## src/rtl/lights_pkg.sv

```systemverilog
// Shared definitions for the lights command controller: command characters,
// acknowledgement bytes, source-select encoding and controller state encoding.
package lights_pkg;

    localparam int unsigned BYTE_W = 8;

    // Command characters received from the UART
    localparam logic [BYTE_W-1:0] CMD_AUTO   = 8'h61; // 'a'
    localparam logic [BYTE_W-1:0] CMD_RAND   = 8'h72; // 'r'
    localparam logic [BYTE_W-1:0] CMD_STORED = 8'h73; // 's'
    localparam logic [BYTE_W-1:0] CMD_USER   = 8'h69; // 'i'
    localparam logic [BYTE_W-1:0] CMD_UPDATE = 8'h75; // 'u'
    localparam logic [BYTE_W-1:0] CMD_PUT    = 8'h70; // 'p'
    localparam logic [BYTE_W-1:0] CMD_WRITE  = 8'h77; // 'w'

    // Acknowledgement bytes sent back to the UART
    localparam logic [BYTE_W-1:0] ACK_OK  = 8'h21; // '!'
    localparam logic [BYTE_W-1:0] ACK_ERR = 8'h3F; // '?'

    typedef enum logic [1:0] {
        SRC_AUTO   = 2'd0,
        SRC_RANDOM = 2'd1,
        SRC_STORED = 2'd2,
        SRC_USER   = 2'd3
    } src_sel_e;

    typedef enum logic [1:0] {
        ST_IDLE  = 2'd0,
        ST_LOAD  = 2'd1,
        ST_WADDR = 2'd2
    } state_e;

endpackage

```

## src/rtl/lights_cmd_ctrl_if.sv

```systemverilog
// Bus between the command controller and its surroundings.
//   rx_valid/rx_byte : received UART bytes      tick     : timebase pulse
//   tx_busy/tx_start/tx_byte : ack transmitter   src_sel  : intensity source
//   user_int : user intensities                  ram_*    : pattern RAM write
//   err : timeout / unknown-command pulse
// master drives the inputs of the controller, slave is the controller.
interface lights_cmd_ctrl_if #(
    parameter int unsigned DATA_W = 72,
    parameter int unsigned ADDR_W = 8
);
    import lights_pkg::*;

    logic              rx_valid;
    logic [7:0]        rx_byte;
    logic              tick;
    logic              tx_busy;
    logic              tx_start;
    logic [7:0]        tx_byte;
    src_sel_e          src_sel;
    logic [DATA_W-1:0] user_int;
    logic              ram_we;
    logic [ADDR_W-1:0] ram_addr;
    logic [DATA_W-1:0] ram_din;
    logic              err;

    modport master (
        output rx_valid, rx_byte, tick, tx_busy,
        input  tx_start, tx_byte, src_sel, user_int, ram_we, ram_addr, ram_din, err
    );

    modport slave (
        input  rx_valid, rx_byte, tick, tx_busy,
        output tx_start, tx_byte, src_sel, user_int, ram_we, ram_addr, ram_din, err
    );

endinterface

```

## src/rtl/cmd_timeout.sv

```systemverilog
// Tick counter that abandons an open command after TIMEOUT_TICKS idle ticks.
//   clk, rst   : clock, synchronous active-high reset
//   i_en       : counting allowed (controller not idle); held at 0 otherwise
//   i_clr      : clear (a byte arrived); wins over a coincident tick
//   i_tick     : timebase pulse
//   o_expire_c : combinational one-cycle pulse when the limit is reached
module cmd_timeout #(
    parameter int unsigned TIMEOUT_TICKS = 64
) (
    input  logic clk,
    input  logic rst,
    input  logic i_en,
    input  logic i_clr,
    input  logic i_tick,
    output logic o_expire_c
);
    localparam int unsigned CNT_W = 8;

    logic [CNT_W-1:0] r_cnt;

    // Expiry is the tick that would bring the count to the limit
    assign o_expire_c = i_en && !i_clr && i_tick &&
                        (r_cnt == CNT_W'(TIMEOUT_TICKS - 1));

    always_ff @(posedge clk) begin
        if (rst || !i_en || i_clr || o_expire_c) begin
            r_cnt <= '0;
        end else if (i_tick) begin
            r_cnt <= r_cnt + CNT_W'(1);
        end
    end

endmodule

```

## src/rtl/lights_cmd_ctrl.sv

```systemverilog
// Command controller: parses UART bytes into source selection, user-intensity
// loads, pattern RAM writes and acknowledgement bytes.
//   clk, rst : clock, synchronous active-high reset
//   bus      : lights_cmd_ctrl_if slave (rx bytes, tick, tx ack, outputs)
module lights_cmd_ctrl
    import lights_pkg::*;
#(
    parameter int unsigned DATA_W        = 72,
    parameter int unsigned ADDR_W        = 8,
    parameter int unsigned TIMEOUT_TICKS = 64
) (
    input  logic             clk,
    input  logic             rst,
    lights_cmd_ctrl_if.slave bus
);
    localparam int unsigned NBYTES = DATA_W / 8;
    localparam int unsigned CNT_W  = $clog2(NBYTES + 1);

    state_e              r_state,       w_state_nxt;
    src_sel_e            r_src_sel,     w_src_sel_nxt;
    logic [DATA_W-1:0]   r_user_int,    w_user_int_nxt;
    logic [DATA_W-1:0]   r_shadow,      w_shadow_nxt;
    logic [DATA_W-1:0]   r_shift,       w_shift_nxt;
    logic [CNT_W-1:0]    r_byte_cnt,    w_byte_cnt_nxt;
    logic                r_ram_we,      w_ram_we_nxt;
    logic [ADDR_W-1:0]   r_ram_addr,    w_ram_addr_nxt;
    logic [DATA_W-1:0]   r_ram_din,     w_ram_din_nxt;
    logic                r_err,         w_err_nxt;
    logic                r_tx_start,    w_tx_start_nxt;
    logic [7:0]          r_tx_byte,     w_tx_byte_nxt;
    logic                r_ack_pending, w_ack_pending_nxt;
    logic                w_ack;
    logic [7:0]          w_ack_byte;
    logic                w_expire;
    logic                w_timer_en;

    assign w_timer_en = (r_state != ST_IDLE);

    cmd_timeout #(.TIMEOUT_TICKS(TIMEOUT_TICKS)) u_timeout (
        .clk        (clk),
        .rst        (rst),
        .i_en       (w_timer_en),
        .i_clr      (bus.rx_valid),
        .i_tick     (bus.tick),
        .o_expire_c (w_expire)
    );

    // State and output registers
    always_ff @(posedge clk) begin
        if (rst) begin
            r_state       <= ST_IDLE;
            r_src_sel     <= SRC_AUTO;
            r_user_int    <= '0;
            r_shadow      <= '0;
            r_shift       <= '0;
            r_byte_cnt    <= '0;
            r_ram_we      <= 1'b0;
            r_ram_addr    <= '0;
            r_ram_din     <= '0;
            r_err         <= 1'b0;
            r_tx_start    <= 1'b0;
            r_tx_byte     <= '0;
            r_ack_pending <= 1'b0;
        end else begin
            r_state       <= w_state_nxt;
            r_src_sel     <= w_src_sel_nxt;
            r_user_int    <= w_user_int_nxt;
            r_shadow      <= w_shadow_nxt;
            r_shift       <= w_shift_nxt;
            r_byte_cnt    <= w_byte_cnt_nxt;
            r_ram_we      <= w_ram_we_nxt;
            r_ram_addr    <= w_ram_addr_nxt;
            r_ram_din     <= w_ram_din_nxt;
            r_err         <= w_err_nxt;
            r_tx_start    <= w_tx_start_nxt;
            r_tx_byte     <= w_tx_byte_nxt;
            r_ack_pending <= w_ack_pending_nxt;
        end
    end

    // Next-state and output decode
    always_comb begin
        w_state_nxt       = r_state;
        w_src_sel_nxt     = r_src_sel;
        w_user_int_nxt    = r_user_int;
        w_shadow_nxt      = r_shadow;
        w_shift_nxt       = r_shift;
        w_byte_cnt_nxt    = r_byte_cnt;
        w_ram_we_nxt      = 1'b0;
        w_ram_addr_nxt    = r_ram_addr;
        w_ram_din_nxt     = r_ram_din;
        w_err_nxt         = 1'b0;
        w_tx_start_nxt    = 1'b0;
        w_tx_byte_nxt     = r_tx_byte;
        w_ack_pending_nxt = r_ack_pending;
        w_ack             = 1'b0;
        w_ack_byte        = ACK_OK;

        unique case (r_state)
            ST_IDLE: begin
                if (bus.rx_valid) begin
                    w_ack = 1'b1;
                    case (bus.rx_byte)
                        CMD_AUTO:   w_src_sel_nxt  = SRC_AUTO;
                        CMD_RAND:   w_src_sel_nxt  = SRC_RANDOM;
                        CMD_STORED: w_src_sel_nxt  = SRC_STORED;
                        CMD_USER:   w_src_sel_nxt  = SRC_USER;
                        CMD_UPDATE: w_user_int_nxt = r_shadow;
                        CMD_PUT: begin
                            w_ack          = 1'b0;
                            w_byte_cnt_nxt = '0;
                            w_state_nxt    = ST_LOAD;
                        end
                        CMD_WRITE: begin
                            w_ack       = 1'b0;
                            w_state_nxt = ST_WADDR;
                        end
                        default: begin
                            w_err_nxt  = 1'b1;
                            w_ack_byte = ACK_ERR;
                        end
                    endcase
                end
            end
            ST_LOAD: begin
                if (bus.rx_valid) begin
                    w_shift_nxt = {r_shift[DATA_W-9:0], bus.rx_byte};
                    if (r_byte_cnt == CNT_W'(NBYTES - 1)) begin
                        // Shadow only changes on a complete load
                        w_shadow_nxt = w_shift_nxt;
                        w_state_nxt  = ST_IDLE;
                        w_ack        = 1'b1;
                    end else begin
                        w_byte_cnt_nxt = r_byte_cnt + CNT_W'(1);
                    end
                end else if (w_expire) begin
                    w_state_nxt = ST_IDLE;
                    w_err_nxt   = 1'b1;
                    w_ack       = 1'b1;
                    w_ack_byte  = ACK_ERR;
                end
            end
            ST_WADDR: begin
                if (bus.rx_valid) begin
                    w_ram_we_nxt   = 1'b1;
                    w_ram_addr_nxt = ADDR_W'(bus.rx_byte);
                    w_ram_din_nxt  = r_shadow;
                    w_state_nxt    = ST_IDLE;
                    w_ack          = 1'b1;
                end else if (w_expire) begin
                    w_state_nxt = ST_IDLE;
                    w_err_nxt   = 1'b1;
                    w_ack       = 1'b1;
                    w_ack_byte  = ACK_ERR;
                end
            end
            default: w_state_nxt = ST_IDLE;
        endcase

        // A fresh ack replaces any pending one and defers launch by a cycle
        if (w_ack) begin
            w_tx_byte_nxt     = w_ack_byte;
            w_ack_pending_nxt = 1'b1;
        end else if (r_ack_pending && !bus.tx_busy) begin
            w_tx_start_nxt    = 1'b1;
            w_ack_pending_nxt = 1'b0;
        end
    end

    assign bus.tx_start = r_tx_start;
    assign bus.tx_byte  = r_tx_byte;
    assign bus.src_sel  = r_src_sel;
    assign bus.user_int = r_user_int;
    assign bus.ram_we   = r_ram_we;
    assign bus.ram_addr = r_ram_addr;
    assign bus.ram_din  = r_ram_din;
    assign bus.err      = r_err;

endmodule

```

## src/flat_wrapper.sv

```systemverilog
// flat-port wrapper written by rule: the top's interface ports become plain ports
module lights_cmd_ctrl_flat import lights_pkg::*;
#(
    parameter int unsigned DATA_W        = 72,
    parameter int unsigned ADDR_W        = 8,
    parameter int unsigned TIMEOUT_TICKS = 64
)
  (clk, rst, bus_rx_valid, bus_rx_byte, bus_tick, bus_tx_busy, bus_tx_start, bus_tx_byte, bus_src_sel, bus_user_int, bus_ram_we, bus_ram_addr, bus_ram_din, bus_err);
  lights_cmd_ctrl_if #(.DATA_W(DATA_W), .ADDR_W(ADDR_W)) bus_i ();
  input  logic clk;
  input  logic rst;
  input wire logic [$bits(bus_i.rx_valid)-1:0] bus_rx_valid;
  input wire logic [$bits(bus_i.rx_byte)-1:0] bus_rx_byte;
  input wire logic [$bits(bus_i.tick)-1:0] bus_tick;
  input wire logic [$bits(bus_i.tx_busy)-1:0] bus_tx_busy;
  output wire logic [$bits(bus_i.tx_start)-1:0] bus_tx_start;
  output wire logic [$bits(bus_i.tx_byte)-1:0] bus_tx_byte;
  output wire logic [$bits(bus_i.src_sel)-1:0] bus_src_sel;
  output wire logic [$bits(bus_i.user_int)-1:0] bus_user_int;
  output wire logic [$bits(bus_i.ram_we)-1:0] bus_ram_we;
  output wire logic [$bits(bus_i.ram_addr)-1:0] bus_ram_addr;
  output wire logic [$bits(bus_i.ram_din)-1:0] bus_ram_din;
  output wire logic [$bits(bus_i.err)-1:0] bus_err;
  assign bus_i.rx_valid = bus_rx_valid;
  assign bus_i.rx_byte = bus_rx_byte;
  assign bus_i.tick = bus_tick;
  assign bus_i.tx_busy = bus_tx_busy;
  assign bus_tx_start = bus_i.tx_start;
  assign bus_tx_byte = bus_i.tx_byte;
  assign bus_src_sel = bus_i.src_sel;
  assign bus_user_int = bus_i.user_int;
  assign bus_ram_we = bus_i.ram_we;
  assign bus_ram_addr = bus_i.ram_addr;
  assign bus_ram_din = bus_i.ram_din;
  assign bus_err = bus_i.err;
  lights_cmd_ctrl #(.DATA_W(DATA_W), .ADDR_W(ADDR_W), .TIMEOUT_TICKS(TIMEOUT_TICKS)) u_core (.clk(clk), .rst(rst), .bus(bus_i));
endmodule
```

## config.mk

```make
export PLATFORM = sky130hd
export DESIGN_NAME = lights_cmd_ctrl_flat
export DESIGN_NICKNAME = d
export VERILOG_FILES = /design/src/rtl/lights_pkg.sv /design/src/rtl/lights_cmd_ctrl_if.sv /design/src/rtl/cmd_timeout.sv /design/src/rtl/lights_cmd_ctrl.sv /design/src/flat_wrapper.sv
export SDC_FILE = /design/constraint.sdc
export NUM_CORES = 1
export LEC_CHECK = 0
export CAP_MARGIN = 40
export CORE_UTILIZATION = 55
export DETAILED_ROUTE_END_ITERATION = 8
export GPL_TIMING_DRIVEN = 1
export PLACE_DENSITY = 0.92
export REMOVE_ABC_BUFFERS = 1
export SYNTH_ARGS = -nofsm -noshare
export SYNTH_HDL_FRONTEND = slang
export SYNTH_SLANG_ARGS = --single-unit
```

## constraint.sdc

```tcl
create_clock -name clk -period 4.9 [get_ports clk]
set_input_delay 0.98 -clock clk [delete_from_list [all_inputs] [get_ports clk]]
set_output_delay 0.98 -clock clk [all_outputs]
set_load 0.02 [all_outputs]
```

==> key figures <==
Status
  – Status: finished clean

Routing
  – Via count: roughly 9700
  – Total length of routed wires: 25800 um
  – Post-route DRC violation count: 0
  – Number of iterations in the first detailed-routing pass: 5
  – Detailed Route Iter0 Violations: 750
  – Via density per instance: roughly 5.4
  – Detailed-route wire length per cell: 14.2 um
  – Remaining antenna violation count after routing: 0

Timing
  – Worst Slack Setup Final: 1.56 ns
  – Maximum operating frequency: around 300 MHz
  – Slew @ Worst Pin: approximately 0.9 ns
  – Headroom to the max-slew limit: slightly above 40%
  – Final Hold Fails: 0
  – Worst Clk Skew: 0.0162 ns
  – Unrepaired setup endpoints after global routing: false
  – Fin. max-slew vios: 0
  – Post-layout min period: approximately 3.3 ns
  – Final period util: approximately two thirds
  – Final setup fails: 0
  – Final TNS setup: 0 ns
  – Worst hold slack: 0.450 ns

Logic synthesis
  – Most area-hungry cell type in the Yosys netlist: sky130_fd_sc_hd__dfxtp_1
  – Yosys warning count: 0
  – Fraction of registers with async set/reset: 0%
  – Area contributors post-synth: sky130_fd_sc_hd__dfxtp_1 55%, sky130_fd_sc_hd__nand2_1 20%, sky130_fd_sc_hd__a21oi_1 12%, sky130_fd_sc_hd__clkbuf_1 2.7%, sky130_fd_sc_hd__a21oi_2 2.0%
  – Proportion of netlist area held by the largest area contributor: between 50% and 60%
  – Main flop type after synthesis: sky130_fd_sc_hd__dfxtp_1
  – Portion of the post-synthesis area used by sequential elements: a little under three fifths
  – Synthesized area per cell: between 7 and 8 um^2
  – Gate count of the mapped netlist: 1410
  – Distinct cell type count of the synthesized netlist: 47
  – Number of enable-type register cells in the synthesized netlist: 0
  – Synth Register Bits: 310
  – Syn Std Cell Area: roughly 0.011 mm^2

Placed design
  – Post-DP Area: between 0.01 and 0.015 mm^2
  – Total instance count after detailed placement: approximately 1800
  – Routability Congestion: 0.836
  – Buffers on Ports: ~180
  – Worst slack at placement: between 1 and 1.5 ns
  – Post-DP HPWL: 15700 um

Clock tree
  – Clk pin slew, worst setup/hold paths: around 0.06 ns
  – Clock tree from TritonCTS: yes
  – Setup bufs post-CTS: 0
  – Maximum root-to-sink buffer count: 3
  – CTS hold repair buffers: 0
  – Latest clock arrival within the worst-skew pair: around 0.55 ns
  – CTS Root Buffer Type: sky130_fd_sc_hd__clkbuf_16
  – Post-CTS Resized: 0
  – Cts bufs inserted: 29
  – Clock H-tree levels: 1
  – Clock sink total: 310

Final layout
  – Area of the multi-input gates: 0.00452 mm^2
  – P&R area growth vs syn: 24.2%
  – Count of nets after finishing: roughly 1500
  – Most common cell after layout, fill and taps aside: sky130_fd_sc_hd__nand2_1
  – Final cell count without fillers: about 1800
  – Antenna fix cells: 0
  – Share of layout cells above drive strength 1: about 6%
  – Commonest non-fill, non-tap cells in the layout: 583 x sky130_fd_sc_hd__nand2_1, 310 x sky130_fd_sc_hd__dfxtp_1, 270 x sky130_fd_sc_hd__a21oi_1
  – Area of all placed cells without fillers: roughly 0.014 mm^2
  – Fill count: approximately 1500
  – Reg area: 0.00621 mm^2

Power
  – Leakage component of the power: between 4 and 5 nW
  – Pwr/cell area: between 300 and 400 mW/mm^2
  – Maximum vdd ir drop: between 0.3 and 0.4 mV

GRT
  – Antenna violations before repair: 0
  – Largest net degree at the start of global routing: 168
  – Vias in the first global route: approximately 9100
  – Wire length of the first global-routing pass: 41900 um
  – GRT Residual Overflow: 0
  – Total track usage: between 20 and 25%

Setup path
  – Reg-to-reg setup timing slack: ~2.1 ns
  – Crit end category: flop
  – Worst reg2reg path endpoint: u_core.bus.user_int[1]
  – Required time at the worst-slack endpoint: 5.29 ns
  – Max incr delay on CP: 0.99 ns
  – Largest driver fanout on the critical path: 41
  – Critical setup path kind: input port to flop
  – Top cell by count, worst path: sky130_fd_sc_hd__nand2_1
  – Cell breakdown of the critical path: clkdlybuf4s50_1 -> nand2_1 -> or4_2 -> buf_4 -> nand2_1 -> a21oi_2
  – Data arrival time of the worst path: between 3 and 4 ns
  – Worst r2r path cells: 7
  – Slowest library cell on the worst path: sky130_fd_sc_hd__or4_2
  – Startpoint type of the worst setup path: input port
  – FF-to-FF Start: u_core.r_state[1]

Hold path
  – HP Start: u_core.r_shift[60]
  – Number of cells traversed by the worst hold path: 2
  – Min-delay worst type: flop to flop
  – End point of the most critical hold path: u_core.r_shadow[68]

Floorplan
  – Initial core utilization: 56.9%
  – FP Rows: 51
  – Overall die height: around 140 um
  – Number of top-level design ports: 178
  – Core area: about 0.02 mm^2
  – Die area: between 0.02 and 0.025 mm^2
  – DIE WIDTH: about 140 um

Run
  – # Max-Cap Violations: 0
==> how the worst max path moves through the flow <==
stage                    from                       to  slack, ns  depth (start not counted)
6_report         bus_rx_valid   u_core.bus.user_int[1]       1.56                          6
3_3_place_gp   bus_rx_byte[3]   u_core.bus.user_int[2]       1.19                          7
2_1_floorplan    bus_rx_valid       u_core.r_shadow[0]       0.94                          4
5_1_grt          bus_rx_valid  u_core.bus.user_int[37]       1.49                          6
3_5_place_dp     bus_rx_valid  u_core.bus.user_int[53]       1.08                          6
4_1_cts          bus_rx_valid  u_core.bus.user_int[21]       1.60                          6
==> flip-flops by register name, indices dropped and copies added (netlist names) <==
name                    count
u_core.bus.tx_byte          2
u_core.bus.err              1
u_core.bus.ram_we           1
u_core.bus.src_sel          2
u_core.bus.user_int        72
u_core.r_shift             64
u_core.r_shadow            72
u_core.r_state              2
u_core.bus.tx_start         1
u_core.bus.ram_din         72
u_core.bus.ram_addr         8
u_core.r_ack_pending        1
u_core.r_byte_cnt           4
u_core.u_timeout.r_cnt      8
==> critical path: cells and delay by family <==
| family | cells | cell delay (ns) |
|---|---|---|
| AND/OR/NAND/NOR | 3 | 1.47 |
| AO/OA/AOI/OAI | 1 | 0.06 |
| buffers and inverters | 2 | 1.20 |
==> area by class of cell <==
type                    count  area share, %
flip-flops and latches    310           44.5
repair buffers            185           13.5
multi-input cells         987           32.4
well taps                 265           2.38
clock inverters            11           1.06
clock buffers              43           5.94
inverters                   7          0.189
==> routing by layer <==
layer | GRT usage, % | wire length, um | part of all wire [%]
met1 | 30.4 | 10900 | 42
met2 | 42.8 | 12700 | 49
met3 | 3.98 | 1500 | 5.8
met4 | 7.76 | 592 | 2.3
met5 | 0 | 0 | 0
==> synthesized netlist by cell type, types with 2 or more instances <==
library cell,count
sky130_fd_sc_hd__dfxtp_1,310
sky130_fd_sc_hd__mux2i_1,3
sky130_fd_sc_hd__nand3b_1,2
sky130_fd_sc_hd__nand3_1,4
sky130_fd_sc_hd__xor2_1,2
sky130_fd_sc_hd__nor2b_1,3
sky130_fd_sc_hd__and2_1,7
sky130_fd_sc_hd__inv_1,7
sky130_fd_sc_hd__buf_6,7
sky130_fd_sc_hd__or3_1,2
sky130_fd_sc_hd__ha_1,7
sky130_fd_sc_hd__a211oi_1,3
sky130_fd_sc_hd__o21ai_0,7
sky130_fd_sc_hd__nor2_1,22
sky130_fd_sc_hd__and3_1,3
sky130_fd_sc_hd__a21oi_1,270
sky130_fd_sc_hd__buf_4,6
sky130_fd_sc_hd__nand2_1,586
sky130_fd_sc_hd__a21oi_2,26
sky130_fd_sc_hd__a32oi_1,2
sky130_fd_sc_hd__nor3_1,7
sky130_fd_sc_hd__xnor2_1,5
sky130_fd_sc_hd__buf_2,12
sky130_fd_sc_hd__or4_1,3
sky130_fd_sc_hd__a22oi_1,2
sky130_fd_sc_hd__clkbuf_1,81
==> power by group <==
part | internal (mW) | total, mW | switching, mW
Sequential | 2.53 | 2.53 | 0.00519
Combinational | 0.0407 | 0.147 | 0.106
Clock | 1.33 | 2.26 | 0.930
==> per-stage QoR <==
step                      total power, mW  utilization, %
final                                4.94            70.7
after detailed placement             2.73            65.7
after floorplan                      2.64               -
after global placement               2.73            65.5
after global routing                 5.10            70.7
after CTS                            4.98            70.7
==> cells by family after synthesis <==
| kind of cell | count (synthesis) | synth area share (%) |
|---|---|---|
| compound gates | 316 | 15.4 |
| xor+xnor | 7 | 0.547 |
| fa+ha+maj | 7 | 0.781 |
| buf+inv | 114 | 4.62 |
| flops | 310 | 55.3 |
| mux | 3 | 0.268 |
| other cells | 1 | 0.0334 |
| simple gates | 652 | 23.1 |
Note: power is estimated with default switching activity, not from simulation.
